<file path="src/rtl/r8_booth_encode_stage.sv">
// Radix-8 Booth encoding stage: registers the operands (S1), then computes
// the four signed multiples of X and the per-group Booth selects into an
// output register (S2). Valid/ready handshake on both sides.
module r8_booth_encode_stage #(
  parameter  int N = 16,
  localparam int G = N / 3 + 1,
  localparam int W = N + 3
) (
  input  logic           clk,
  input  logic           rst_n,
  input  logic           in_valid,
  output logic           in_ready,
  input  logic [N-1:0]   x_in,
  input  logic [N-1:0]   y_in,
  input  logic           tc_in,
  output logic           out_valid,
  input  logic           out_ready,
  output logic [W-1:0]   mult1,
  output logic [W-1:0]   mult2,
  output logic [W-1:0]   mult3,
  output logic [W-1:0]   mult4,
  output logic [5*G-1:0] be_sel
);

  localparam int YW = 3 * G;

  // Booth group {b3,b2,b1,b0} -> {neg, sel4X, sel3X, sel2X, sel1X}.
  // 1111 encodes zero with neg set; the consumer applies the +1 correction.
  function automatic logic [4:0] booth_enc(input logic [3:0] grp);
    logic [4:0] enc;
    case (grp)
      4'b0000:          enc = 5'b00000;
      4'b0001, 4'b0010: enc = 5'b00001;
      4'b0011, 4'b0100: enc = 5'b00010;
      4'b0101, 4'b0110: enc = 5'b00100;
      4'b0111:          enc = 5'b01000;
      4'b1000:          enc = 5'b11000;
      4'b1001, 4'b1010: enc = 5'b10100;
      4'b1011, 4'b1100: enc = 5'b10010;
      4'b1101, 4'b1110: enc = 5'b10001;
      default:          enc = 5'b10000;
    endcase
    return enc;
  endfunction

  logic           s1_valid_q, s1_valid_d;
  logic [N-1:0]   x_q, x_d;
  logic [N-1:0]   y_q, y_d;
  logic           tc_q, tc_d;

  logic           out_valid_q, out_valid_d;
  logic [W-1:0]   mult1_q, mult1_d;
  logic [W-1:0]   mult2_q, mult2_d;
  logic [W-1:0]   mult3_q, mult3_d;
  logic [W-1:0]   mult4_q, mult4_d;
  logic [5*G-1:0] be_sel_q, be_sel_d;

  logic           s1_load;
  logic           s2_load;
  logic [W-1:0]   xext;
  logic [YW-1:0]  yext;
  logic [YW:0]    ypad;
  logic [W-1:0]   m3_calc;
  logic [5*G-1:0] be_calc;

  // Handshake: S2 frees when empty or being consumed; S1 accepts when empty
  // or when its beat is advancing into S2 this cycle.
  always_comb begin
    s2_load  = s1_valid_q && (!out_valid_q || out_ready);
    in_ready = !s1_valid_q || (!out_valid_q || out_ready);
    s1_load  = in_valid && in_ready;
  end

  // Operand extension, multiples and Booth group encoding from S1 contents.
  always_comb begin
    xext    = {{3{tc_q & x_q[N-1]}}, x_q};
    yext    = {{(YW-N){tc_q & y_q[N-1]}}, y_q};
    ypad    = {yext, 1'b0};
    m3_calc = xext + (xext << 1);
    be_calc = '0;
    for (int unsigned g = 0; g < G; g++) begin
      be_calc[5*g +: 5] = booth_enc(ypad[3*g +: 4]);
    end
  end

  // S1 next state: capture a new beat, or empty once its beat moves on.
  always_comb begin
    s1_valid_d = s1_valid_q;
    x_d        = x_q;
    y_d        = y_q;
    tc_d       = tc_q;
    if (s1_load) begin
      s1_valid_d = 1'b1;
      x_d        = x_in;
      y_d        = y_in;
      tc_d       = tc_in;
    end else if (s2_load) begin
      s1_valid_d = 1'b0;
    end
  end

  // S2 next state: load computed results, or drop valid once consumed.
  always_comb begin
    out_valid_d = out_valid_q;
    mult1_d     = mult1_q;
    mult2_d     = mult2_q;
    mult3_d     = mult3_q;
    mult4_d     = mult4_q;
    be_sel_d    = be_sel_q;
    if (s2_load) begin
      out_valid_d = 1'b1;
      mult1_d     = xext;
      mult2_d     = xext << 1;
      mult3_d     = m3_calc;
      mult4_d     = xext << 2;
      be_sel_d    = be_calc;
    end else if (out_ready) begin
      out_valid_d = 1'b0;
    end
  end

  // Pipeline registers with asynchronous active-low clear.
  always_ff @(posedge clk or negedge rst_n) begin
    if (!rst_n) begin
      s1_valid_q  <= 1'b0;
      x_q         <= '0;
      y_q         <= '0;
      tc_q        <= 1'b0;
      out_valid_q <= 1'b0;
      mult1_q     <= '0;
      mult2_q     <= '0;
      mult3_q     <= '0;
      mult4_q     <= '0;
      be_sel_q    <= '0;
    end else begin
      s1_valid_q  <= s1_valid_d;
      x_q         <= x_d;
      y_q         <= y_d;
      tc_q        <= tc_d;
      out_valid_q <= out_valid_d;
      mult1_q     <= mult1_d;
      mult2_q     <= mult2_d;
      mult3_q     <= mult3_d;
      mult4_q     <= mult4_d;
      be_sel_q    <= be_sel_d;
    end
  end

  assign out_valid = out_valid_q;
  assign mult1     = mult1_q;
  assign mult2     = mult2_q;
  assign mult3     = mult3_q;
  assign mult4     = mult4_q;
  assign be_sel    = be_sel_q;

endmodule
</file>
<file path="config.mk">
export PLATFORM = sky130hd
export DESIGN_NAME = r8_booth_encode_stage
export DESIGN_NICKNAME = d
export VERILOG_FILES = /design/src/rtl/r8_booth_encode_stage.sv
export SDC_FILE = /design/constraint.sdc
export NUM_CORES = 1
export LEC_CHECK = 0
export ABC_CLOCK_PERIOD_IN_PS = 2630
export BUFFER_PORTS_ARGS = -buffer_cell sky130_fd_sc_hd__buf_2
export CAP_MARGIN = 20
export CORE_MARGIN = 3
export CORE_UTILIZATION = 54
export CTS_BUF_LIST = sky130_fd_sc_hd__clkbuf_4 sky130_fd_sc_hd__clkbuf_8
export DETAILED_ROUTE_END_ITERATION = 10
export GPL_TIMING_DRIVEN = 0
export PLACE_DENSITY = 0.85
export SLEW_MARGIN = 20
export SYNTH_ARGS = -nofsm -noshare
export SYNTH_HDL_FRONTEND = slang
export SYNTH_SLANG_ARGS = --single-unit
</file>
<file path="constraint.sdc">
create_clock -name clk -period 2.63 [get_ports clk]
set_clock_uncertainty 0.15 [all_clocks]
set_input_delay 0.263 -clock clk [delete_from_list [all_inputs] [get_ports clk]]
set_output_delay 0.263 -clock clk [all_outputs]
set_load 0.1 [all_outputs]
</file>
==> flow_summary_export.csv <==
group,metric,value,unit
timing,fin_crit_sh,93.94,%
clocking,cts_buffers,9,
global_route,grt_usage,25.18,%
clocking,cts.sinks,97,
floorplanning,die_y,102.6,um
clocking,cts_tree,"built",
yosys,synthesis.instances,496,
timing,slew_viol_final,0,
floorplanning,io_pins,145,
route,drtIter0Drc,202,
worst_setup_path,critPathMaxFanout,5,
route,avgViaCountPerCell,5.212,
timing,finalSetupViolCount,0,
power,power_density,1232,nW/um^2
worst_setup_path,arrival,2.56,ns
route,wl,12980,um
floorplanning,core,8891,sq um
final_layout,mostFrequentLayoutCells,"buf_2, nand2_1, dfrtp_1",
outcome,outcome,"finished, final reports clean",
yosys,async_reset_ff_share,100.0,%
power,power,0.008161,W
global_route,grt.overflow.total,0,
final_layout,multiInputGateArea,2275,sq um
final_layout,num-fill-cells,654,
final_layout,layout_commonest_cell,"buf_2",
floorplanning,die-area,10530,sq um
yosys,ys.flop_type,"dfrtp_1",
timing,fmax,0.4048,GHz
timing,hold_viol,0,
route,vias,4164,
clocking,cts_root_buf,"clkbuf_8",
global_route,grt_pass1_vias,4195,
yosys,syn_area,5039,sq um
global_route,grt_pass1_wl,20580,um
route,route.detailed.drc,0,
final_layout,drive_gt1_share,36.90,%
yosys,syn_area_per_cell,10.16,sq um
floorplanning,rows,34,
worst_setup_path,critPathKind,"reg -> reg",
clocking,cts.htree.levels,3,
place,place.gp.congestion,0.9129,
yosys,yosys_register_bits,97,
floorplanning,die_w,102.6,um
yosys,ys_types,52,
floorplanning,start_util,56.67,%
final_layout,regArea,2431,sq um
global_route,antenna_found_initial,0,
timing,min_period,2.471,ns
final_layout,syn_to_final_growth,31.49,%
final_layout,fin_nets,749,
timing,maxSlewHeadroom,54.37,%
place,dp_slack,0.1110,ns
clocking,cts_max_path_buffers,2,
timing,rsz0062_at_grt,"false",
final_layout,antennaDiodeCount,0,
clocking,clk-insertion-delay-late,0.37,ns
worst_setup_path,required,2.72,ns
yosys,ys_warn_count,0,
yosys,seq_area_frac_synth,48.17,%
route,final_antenna_net_count,0,
global_route,grt_start_max_net_pins,58,
route,post_drt_wl_per_cell,16.24,um
route,first_pass_iters,5,
flow_run,max_cap_violations,0,
yosys,synth_edf_count,0,
worst_setup_path,worstSetupEndpointType,"flip-flop",
hold_path,hold_path_class,"in -> reg",
clocking,path_clk_slew,0.10,ns
power,peakVddDrop,849.1,uV
place,numPortBuffers,139,
timing,setup_slack,0.1594,ns
power,power_leakage,3.529,nW
place,hpwlAfterDp,9352,um
timing,tightest_slew,0.6845,ns
worst_setup_path,worst_setup_path_start_kind,"flip-flop",
==> logic make-up after synthesis <==
group / synth area share (%)
multiplexers: 8.369
other: 0.07443
adder cells (fa/ha/maj): 6.605
AND/OR/NAND/NOR: 14.06
XOR/XNOR: 2.607
flip-flops: 48.17
buffers and inverters: 9.436
AO/OA/AOI/OAI: 10.68
==> critical path: stages, from the launching register on <==
cell	delay, ns
dfrtp_1	0.46
ha_1	0.26
fa_1	0.43
a21oi_2	0.22
o221ai_2	0.19
a211oi_2	0.34
xor2_1	0.22
o21ai_1	0.08
==> cell type report <==
type	instances	area share, %
flip-flops and latches	97	36.69
well taps	108	2.040
multi-input cells	325	34.33
repair buffers	175	16.30
clock buffers	10	1.983
inverters	14	0.7932
clock inverters	6	1.020
plain buffers	64	6.837
==> what timing repair did <==
action                     in CTS  in global routing
hold buffers                   35                  0
hold endpoints to repair       74                  0
buffers inserted                0                  0
gates resized for setup         0                  1
setup endpoints to repair       0                  2
==> flip-flops by register name, indices dropped and copies added, names as in the netlist <==
name	flops
be_sel	28
mult3	19
x_q	16
y_q	16
mult4	15
out_valid	1
s1_valid_q	1
tc_q	1
==> report_power, final <==
group,internal (W),switching [W]
sequential,0.00185,0.000308
combinational,0.00102,0.00400
clock,0.000454,0.000535
==> stage by stage <==
| step | cell area, sq um | hold WS (ns) | utilization, % | TNS (ns) | std cells |
|---|---|---|---|---|---|
| floorplan | 5207 | -0.1826 | - | -0.5644 | 500 |
| finish | 6625 | 0.04554 | 74.51 | 0 | 799 |
| detailed placement | 6072 | 0.04892 | 68.29 | 0 | 748 |
| global placement | 6038 | 0.3000 | 67.91 | -0.06407 | 747 |
| global route | 6625 | 0.05475 | 74.51 | 0 | 799 |
| CTS | 6621 | 0.04429 | 74.47 | 0 | 799 |
==> routing by layer <==
metal	track usage [%]	wire length, um	vias up
met3	5.345	830	26
li1	-	-	2026
met5	0	0	-
met1	31.12	5419	1956
met4	7.770	266	0
met2	44.19	6460	156
==> synthesized netlist by cell type, types with 2 or more instances <==
cell type	count	area share (%)
a221oi_2	2	0.60
a31oi_1	6	0.75
o21ai_0	27	2.7
nand2b_1	3	0.37
inv_1	14	1.0
buf_1	4	0.30
nand4_1	4	0.50
ha_1	25	6.2
mux2i_1	5	0.99
o21ai_1	2	0.20
clkbuf_1	7	0.52
a31o_2	2	0.35
a22o_1	4	0.70
dfrtp_1	97	48
buf_4	44	6.6
mux2_2	33	7.4
and3_1	7	0.87
xor2_1	7	1.2
a21o_1	4	0.60
a21oi_1	13	1.3
xnor2_1	8	1.4
nand3b_1	6	0.89
a211o_1	2	0.35
o22ai_1	2	0.25
nand2_1	110	8.2
nand3_1	13	1.3
and2_1	2	0.25
nor2_1	12	0.89
buf_2	8	0.79
==> path summary, 6_finish.rpt <==
check	depth (start not counted)	startpoint	slack [ns]	end
min in group asynchronous	2	rst_n	0.23	x_q[12]
min reg2reg	2	be_sel[20]	0.32	be_sel[20]
min	3	out_ready	0.05	out_valid
max	7	x_q[1]	0.16	mult3[13]
max reg2reg	7	x_q[1]	0.16	mult3[13]
max in group asynchronous	3	rst_n	1.51	be_sel[29]
No activity file was read; power rests on OpenSTA's default activity.
